[config.mk]
export PLATFORM = sky130hd
export DESIGN_NAME = mem_arbiter
export DESIGN_NICKNAME = d
export VERILOG_FILES = /design/src/rtl/mem_arbiter.sv
export SDC_FILE = /design/constraint.sdc
export NUM_CORES = 1
export LEC_CHECK = 0
export ABC_AREA = 1
export CAP_MARGIN = 20
export CORE_MARGIN = 3
export CORE_UTILIZATION = 55
export CTS_CLUSTER_SIZE = 20
export DETAILED_ROUTE_END_ITERATION = 10
export DONT_BUFFER_PORTS = 1
export PLACE_DENSITY = 0.7
export SYNTH_ARGS = -nofsm -noshare
export SYNTH_HDL_FRONTEND = slang
export SYNTH_SLANG_ARGS = --single-unit
[constraint.sdc]
create_clock -name clock -period 8.6 [get_ports clock]
set_clock_uncertainty 0.1 [all_clocks]
set_input_delay 0.86 -clock clock [delete_from_list [all_inputs] [get_ports clock]]
set_output_delay 0.86 -clock clock [all_outputs]
set_load 0.01 [all_outputs]
[src/rtl/mem_arbiter.sv]
// mem_arbiter: round-robin arbiter sharing one memory port between an instruction
// read requester and a data read/write requester, with a per-transaction wait timeout.
module mem_arbiter #(
    parameter int ADDR_W   = 32,
    parameter int DATA_W   = 32,
    parameter int MAX_WAIT = 255
) (
    input  logic              clock,
    input  logic              reset,
    input  logic              i_req,
    input  logic [ADDR_W-1:0] i_addr,
    output logic [DATA_W-1:0] i_rdata,
    output logic              i_valid,
    input  logic              d_req,
    input  logic              d_we,
    input  logic [ADDR_W-1:0] d_addr,
    input  logic [DATA_W-1:0] d_wdata,
    output logic [DATA_W-1:0] d_rdata,
    output logic              d_valid,
    output logic              mem_req,
    output logic              mem_we,
    output logic [ADDR_W-1:0] mem_addr,
    output logic [DATA_W-1:0] mem_wdata,
    input  logic [DATA_W-1:0] mem_rdata,
    input  logic              mem_valid,
    output logic              busy,
    output logic              timeout_err
);
    typedef enum logic [1:0] {IDLE, BUSY, RESP} state_t;
    state_t state, state_nx;
    logic grant, last_grant; // 1 = data side
    logic [7:0] wait_cnt;
    logic pick_d, start, done, expire;

    // expire fires on the BUSY cycle whose count would reach MAX_WAIT; mem_valid wins a tie
    always_comb begin
        pick_d   = d_req && (!i_req || !last_grant);
        start    = state == IDLE && (i_req || d_req);
        done     = state == BUSY && mem_valid;
        expire   = state == BUSY && !mem_valid && wait_cnt == 8'(MAX_WAIT - 1);
        state_nx = start ? BUSY : (done || expire) ? RESP : state == RESP ? IDLE : state;
        mem_req  = state == BUSY;
        busy     = state != IDLE;
        i_valid  = state == RESP && !grant;
        d_valid  = state == RESP && grant;
    end

    always_ff @(posedge clock or posedge reset) begin
        if (reset)
            state <= IDLE;
        else
            state <= state_nx;
    end

    always_ff @(posedge clock or posedge reset) begin
        if (reset) begin
            grant       <= 1'b0;
            last_grant  <= 1'b1;
            wait_cnt    <= '0;
            mem_we      <= 1'b0;
            mem_addr    <= '0;
            mem_wdata   <= '0;
            i_rdata     <= '0;
            d_rdata     <= '0;
            timeout_err <= 1'b0;
        end else begin
            if (start) begin
                grant      <= pick_d;
                last_grant <= pick_d;
                wait_cnt   <= '0;
                mem_we     <= pick_d && d_we;
                mem_addr   <= pick_d ? d_addr : i_addr;
                mem_wdata  <= pick_d ? d_wdata : '0;
            end
            if (state == BUSY && !mem_valid)
                wait_cnt <= wait_cnt + 8'd1;
            if ((done || expire) && !mem_we) begin
                if (grant)
                    d_rdata <= done ? mem_rdata : '0;
                else
                    i_rdata <= done ? mem_rdata : '0;
            end
            if (expire)
                timeout_err <= 1'b1;
        end
    end
endmodule

* Yosys cells after proc, flatten, opt, wreduce, memory -nomap -nowiden
Index checks and enable logic that the tools add are counted.
W data, S select, Z words.
** Cells by class
- Add/subtract/negate cells :: 1
- Multipliers :: 0
- Div/mod/pow operators :: 0
- Magnitude comparators :: 0
- Eq/ne operators :: 3
- Shift-type cells :: 0
- Multiplexer cells :: 8
- Bitwise gates (word level) :: 1
- Reductions and logical operators :: 23
** Operators by type and width (count)
- $mux W32 :: 3
- $mux W8 :: 2
- $logic_and A1 B1 Y1 :: 9
- $add A8 B1 Y8 const B :: 1
- $eq A8 B8 Y1 const B :: 1
- $mux W2 :: 3
- $logic_not A1 Y1 :: 5
- $reduce_and A2 Y1 :: 2
- $reduce_bool A2 Y1 :: 2
- $logic_or A1 B1 Y1 :: 3
- $reduce_bool A3 Y1 :: 1
- $eq A2 B1 Y1 const B :: 1
- $eq A2 B2 Y1 const B :: 1
- $logic_not A2 Y1 :: 1
- $not A1 Y1 :: 1
** Word-level totals
- Bits in registers :: 142
- Bits in latches :: 0
- Memory bits (writable) :: 0
- ROM bits :: 0
- Output and inout bits :: 134
- Word-level logic and storage cells :: 46
- Memories kept :: 0

* Depth between registers and ports, before layout
Gate-level depths: netlist (run 1).
- Depth in word-level cells :: 6
- Mapped depth :: 10

* Worst setup path after synthesis (run 1)
OpenSTA, ideal clock, no wires.
- Path type :: reg-to-output
- From :: register grant
- To :: output d_valid
- Arrival time :: 1011 ps
- Data required time :: 7640 ps
- Slack :: 6629 ps
- Stages on the path, launching flop included :: 5
- Cell sequence :: dfrtp_1 buf_2 inv_2 buf_1 nor2_1
** Between the ends
- Longest elaborated chain between the ends :: 1
** Ends and longest elaborated chain
- from (decl) :: RTL line 31 : logic grant, last_grant;
- from (signal assigned) :: RTL line 68 : grant <= pick_d;
- $logic_and A1 B1 Y1 :: RTL line 45 : d_valid = state == RESP && grant;
- to (decl) :: RTL line 19 : output logic d_valid,
Every way passes these cells.

* Worst setup path in the final report (run 1)
Same ends and word-level chain as after synthesis.

==> metrics.txt, run 1 <==
switch share=39.28%; sequential area share after synthesis=57.32%; post-CTS sizing=0; Cell Area, Synth=0.006201 mm^2; die area=0.01258 mm^2; status=finished, final reports clean; wire per inst=19.16 um; Int Power=1.698 mW; Hold-fix buffers, CTS=0; clk sinks=142; crit end category=output port; final max-slew violation count=0; Synth area leader=dfrtp_1; # IOs=268; count of warnings emitted by yosys=0; final number of setup-violating endpoints=0; Comb pwr share=24.1%; drt pass-1 iters=4; DRC Markers=0; antenna cells=0; most common cell after layout, fill and taps aside=nand2_1; total CTS buffers=17; Max Fanout on Critical Path=35; Final GP Congestion=0.8290; Max-slew headroom=53.40%; site row count=38; postcts setup bufs=0; power density cells=407.0 mW/mm^2; Fill cells=909; TritonCTS clock tree=done; final period utilization=32.50%; Final nets=806; RSZ-0062 raised after global routing=false; Distinct cells, synth=28; CP required=7.64 ns; final global-route overflow total=0; dpl hpwl=10460 um; vias=4808; CTS H-tree depth=4; pin count of the biggest net entering global routing=89; Startpoint Class=flop; clock-pin slew on the worst setup and hold paths=0.06 ns; worst vdd ir=220.2 uV; top-area cell type share of the netlist area=56.90%; layout cell share with drive strength beyond 1=13.18%; max-cap violations=0; P_leak=3.415 nW; Initial Utilization=56.70%; total net switching power=1.099 mW; FF+latch area=0.003555 mm^2; WS Path Type=reg2out; sequential share of power=47.5%; worst endpoint data arrival time=1.83 ns; post-DR vias/cell=5.842; area grow syn2layout=10.84%; setup_tns=0 ns; post-synth net total=829; Clock Power Share=28.4%; syn_area_per_cell=8.948 um^2; final WL=15770 um; Global Route Usage Sum=25.04%; Final ANT Viol Nets=0; Max Freq=357.8 MHz; Worst Hold Class=in2async; worst-margin pin slew=0.6979 ns; Max Root-Sink Buffers=2; Die W=112.2 um; cell count after synthesis=693; CTS Root Cell=clkbuf_16; final hold viol count=0; commonest cells after routing, fill and taps aside=nand2_1 (218), dfrtp_1 (141), nand4_1 (64); initial antenna violation count=0; first-pass GRT wire length=25360 um; Std-Cell Core Area=0.01094 mm^2; vias in the first global route=4881; fin crit period=2.795 ns; DRT iter0 DRCs=473; Pwr Total=2.797 mW; Seq cells post-synth=142; ranking of synthesized cells by area=dfrtp_1 (57%), nand2_1 (13%), nand4_1 (6.5%), o21ai_0 (4.7%), nand2_2 (3.2%); PortBufs=0; Die H=112.2 um; area used by multi-input combinational logic=0.002302 mm^2; clock latency on the worst-skew pair=0.40 ns
-- state kept, by name, summed over array words and instances (netlist names) --
register,count
mem_wdata,32
wait_cnt,8
i_rdata,32
state,2
d_rdata,32
last_grant,1
timeout_err,1
mem_we,1
mem_addr,32
grant,1
-- path summary, 6_finish.rpt --
| kind | cells after the start | slack [ns] | from | endpoint |
|---|---|---|---|---|
| max | 3 | 5.81 | grant | d_valid |
| min | 1 | 0.25 | reset | d_rdata[20] |
| max reg2reg | 8 | 6.21 | state[0] | mem_wdata[17] |
| min reg2reg | 2 | 0.38 | last_grant | last_grant |
| max in group asynchronous | 3 | 7.00 | reset | last_grant |
| min in group clock | 2 | 0.38 | last_grant | last_grant |
-- cell usage after synthesis --
| cell | count |
|---|---|
| xor2_1 | 1 |
| ha_1 | 2 |
| nand2_2 | 32 |
| nor3_1 | 1 |
| nand4_1 | 64 |
| nor2_1 | 40 |
| buf_1 | 2 |
| nand2_4 | 1 |
| o211ai_1 | 1 |
| or2_2 | 1 |
| inv_2 | 6 |
| nand2_1 | 218 |
| o21ai_1 | 14 |
| nor2_2 | 1 |
| buf_4 | 4 |
| inv_1 | 13 |
| dfstp_2 | 1 |
| dfrtp_1 | 141 |
| buf_6 | 7 |
| buf_2 | 21 |
| nor2_4 | 2 |
| a21oi_1 | 3 |
| nand3_1 | 37 |
| o21ai_0 | 58 |
| o31ai_1 | 1 |
| clkbuf_1 | 17 |
| nand3_4 | 3 |
| nor3b_1 | 1 |
-- power by group through the flow --
stage	clock network, mW	logic [mW]	registers (mW)
after detailed placement	0	0.667	1.34
final	0.795	0.675	1.33
after global placement	0	0.631	1.34
after CTS	0.805	0.667	1.33
after global routing	0.838	0.788	1.36
after floorplan	0	0.569	1.25
-- final cells by class --
class / instances / share of cell area (%)
Clock buffer: 23 / 7.246
Clock inverter: 9 / 2.239
Inverter: 19 / 1.111
Multi-Input combinational cell: 481 / 33.50
Sequential cell: 142 / 51.72
Tap cell: 140 / 2.549
Timing Repair Buffer: 9 / 1.638
-- per-layer routing --
layer	part of all wire [%]	vias up	track usage [%]	wire, um
li1	-	2246	-	-
met5	0	-	0	0
met4	2.2	0	8.574	341
met3	11	27	10.78	1667
met2	49	228	40.92	7721
met1	38	2307	29.87	6039
-- stage by stage --
stage	hold WS (ns)	cell area [um^2]	std cells	util [%]	setup WS (ns)
floorplan	0.3421	6201	693	-	3.832
global placement	0.3672	6153	788	56.27	5.709
detailed placement	0.3682	6153	788	56.27	5.652
CTS	0.2611	6805	820	62.23	5.805
global route	0.2755	6873	823	62.85	5.680
finish	0.2491	6873	823	62.85	5.805
-- worst max-delay path, stage by stage, from the launching register on --
cell and delay [ns]:
dfrtp_1 0.32, buf_4 0.38, inv_2 0.40, nor2_1 0.31
-- cell families after synthesis --
kind of cell | Yosys count | synth area share, %
buffers and inverters | 70 | 5.751
DFF | 142 | 57.32
adders and majority gates | 2 | 0.4035
AOI/OAI and AO/OA | 77 | 6.295
and+or+nand+nor | 401 | 30.08
xor gates and xnor gates | 1 | 0.1413
No activity file was read; power rests on OpenSTA's default activity.
==> run 2: changes to the inputs <==
--- a/config.mk
+++ b/config.mk
@@ -12,7 +12,7 @@
 export CTS_CLUSTER_SIZE = 20
 export DETAILED_ROUTE_END_ITERATION = 10
 export DONT_BUFFER_PORTS = 1
-export PLACE_DENSITY = 0.7
+export PLACE_DENSITY = 0.73
 export SYNTH_ARGS = -nofsm -noshare
 export SYNTH_HDL_FRONTEND = slang
 export SYNTH_SLANG_ARGS = --single-unit
==> constraint.sdc (replaced) <==
create_clock -name clock -period 2.3 [get_ports clock]
set_clock_uncertainty 0.1 [all_clocks]
set_input_delay 0.23 -clock clock [delete_from_list [all_inputs] [get_ports clock]]
set_output_delay 0.23 -clock clock [all_outputs]
set_load 0.01 [all_outputs]
==> run 2 against run 1 <==
Global-route usage is 5.3 points higher. Flip-flop and latch count stayed put. Routed wire length is 22% higher. First-iteration DRC count is 69% higher. Critical path type is now reg2reg. Critical endpoint is now mem_addr[14].
==> metrics.txt, run 2 (synthesized netlist as in run 1, its figures left out) <==
CP required=2.50 ns; dpl hpwl=10800 um; vias in the first global route=5791; Std-Cell Core Area=0.01094 mm^2; post-CTS sizing=0; CTS Root Cell=clkbuf_16; Worst Hold Class=in2reg; TritonCTS clock tree=done; Initial Utilization=56.70%; CTS H-tree depth=4; layout cell share with drive strength beyond 1=11.72%; wire per inst=20.02 um; Pwr Total=10.40 mW; commonest cells after routing, fill and taps aside=nand2_1 (218), dfrtp_1 (141), dlygate4sd3_1 (131); Crit path largest cell delay=0.52 ns; DRC Markers=0; fin crit period=2.033 ns; R2R setup slack=0.27 ns; post-DR vias/cell=5.869; site row count=38; total CTS buffers=17; worst vdd ir=758.0 uV; vias=5634; most common cell after layout, fill and taps aside=nand2_1; clk sinks=142; final period utilization=88.41%; status=finished, final reports clean; Max-slew headroom=53.25%; Comb pwr share=27.4%; crit-path cells=inv_2 -> nand2_1 -> nor2_4 -> buf_4 -> o21ai_0 -> o21ai_0; clock latency on the worst-skew pair=0.41 ns; crit end category=flop; final number of setup-violating endpoints=0; max-cap violations=0; die area=0.01258 mm^2; final max-slew violation count=0; pin count of the biggest net entering global routing=89; Fill cells=732; Final nets=942; area grow syn2layout=30.63%; worst endpoint data arrival time=2.24 ns; setup_tns=0 ns; Clock Power Share=24.3%; P_leak=3.911 nW; clock-pin slew on the worst setup and hold paths=0.06 ns; switch share=42.60%; slowest cell on the critical path=buf_4; final global-route overflow total=0; PortBufs=0; area used by multi-input combinational logic=0.002302 mm^2; Die W=112.2 um; initial antenna violation count=1; DRT iter0 DRCs=800; Final GP Congestion=0.8529; Global Route Usage Sum=30.30%; final hold viol count=0; FF+latch area=0.003555 mm^2; Startpoint Class=flop; Max Freq=491.8 MHz; # IOs=268; drt pass-1 iters=6; RSZ-0062 raised after global routing=false; power density cells=1284 mW/mm^2; Die H=112.2 um; Most common cell on crit path=o21ai_0; first-pass GRT wire length=30440 um; total net switching power=4.431 mW; Max Root-Sink Buffers=2; final WL=19220 um; worst-margin pin slew=0.7012 ns; Max Fanout on Critical Path=68; WS Path Type=reg2reg; Int Power=5.970 mW; sequential share of power=48.3%; Final ANT Viol Nets=0
[run 2: changes by cell type in the layout (fill, tap and decap cells not counted), moves of 2 or more]
| cell | change |
|---|---|
| clkbuf_8 | -4 |
| buf_4 | +6 |
| dlygate4sd3_1 | +131 |
| bufinv_16 | -4 |
| clkinvlp_4 | +5 |
| inv_6 | +2 |
[run 2: worst paths after layout]
check,startpoint,end,cells after the start
min reg2reg,last_grant,last_grant,2
max in group asynchronous,reset,mem_addr[26],3
min,mem_valid,state[1],4
max reg2reg,state[0],mem_addr[14],6
max,state[0],mem_addr[14],6
min in group asynchronous,reset,i_rdata[23],3
[run 2: critical path, delay by kind of cell (launching register included)]
kind | cells | cell delay, ns
AND/OR/NAND/NOR | 2 | 0.28
AO/OA/AOI/OAI | 2 | 0.53
buffers and inverters | 2 | 0.60
flip-flops | 1 | 0.40
[run 2: area by class of cell]
type / instances / share of cell area, %
sequential: 142 / 43.88
multi-input combinational: 481 / 28.42
timing repair buffer: 145 / 17.79
clock buffer: 18 / 5.422
tap: 140 / 2.162
clock inverter: 14 / 1.359
inverter: 19 / 0.9268
antenna: 1 / 0.03089
[run 2: timing repair]
item | CTS | global route
hold endpoints to repair | 275 | 0
hold buffers | 131 | 0
buffers inserted | 0 | 0
[run 2: per-stage QoR]
step           hold slack [ns]  utilization, %  instances  worst slack, ns  area [um^2]
2_1_floorplan           0.2707               -        693           0.1937         6205
3_3_place_gp            0.1776           57.04        796           0.4496         6237
3_5_place_dp            0.1802           57.04        796           0.4023         6237
4_1_cts               0.004432           74.05        959           0.3863         8098
5_1_grt                0.03619           74.07        960           0.1828         8100
6_report               0.04579           74.07        960           0.2667         8100
[run 2: per-layer routing]
layer	wire length, um	GRT usage [%]	share of wire, %	up-vias
li1	-	-	-	2519
met1	6926	35.87	36	2623
met2	9324	48.95	49	411
met3	2030	9.380	11	81
met4	938	17.63	4.9	0
met5	0	0	0	-
[run 2: power groups by stage]
stage                     logic, mW  clock network [mW]  registers, mW
after floorplan                2.13                   0           4.69
after global placement         2.40                   0           5.00
after detailed placement       2.54                   0           5.02
after CTS                      2.72                2.56           5.00
after global routing           3.19                2.69           5.13
final                          2.85                2.53           5.03
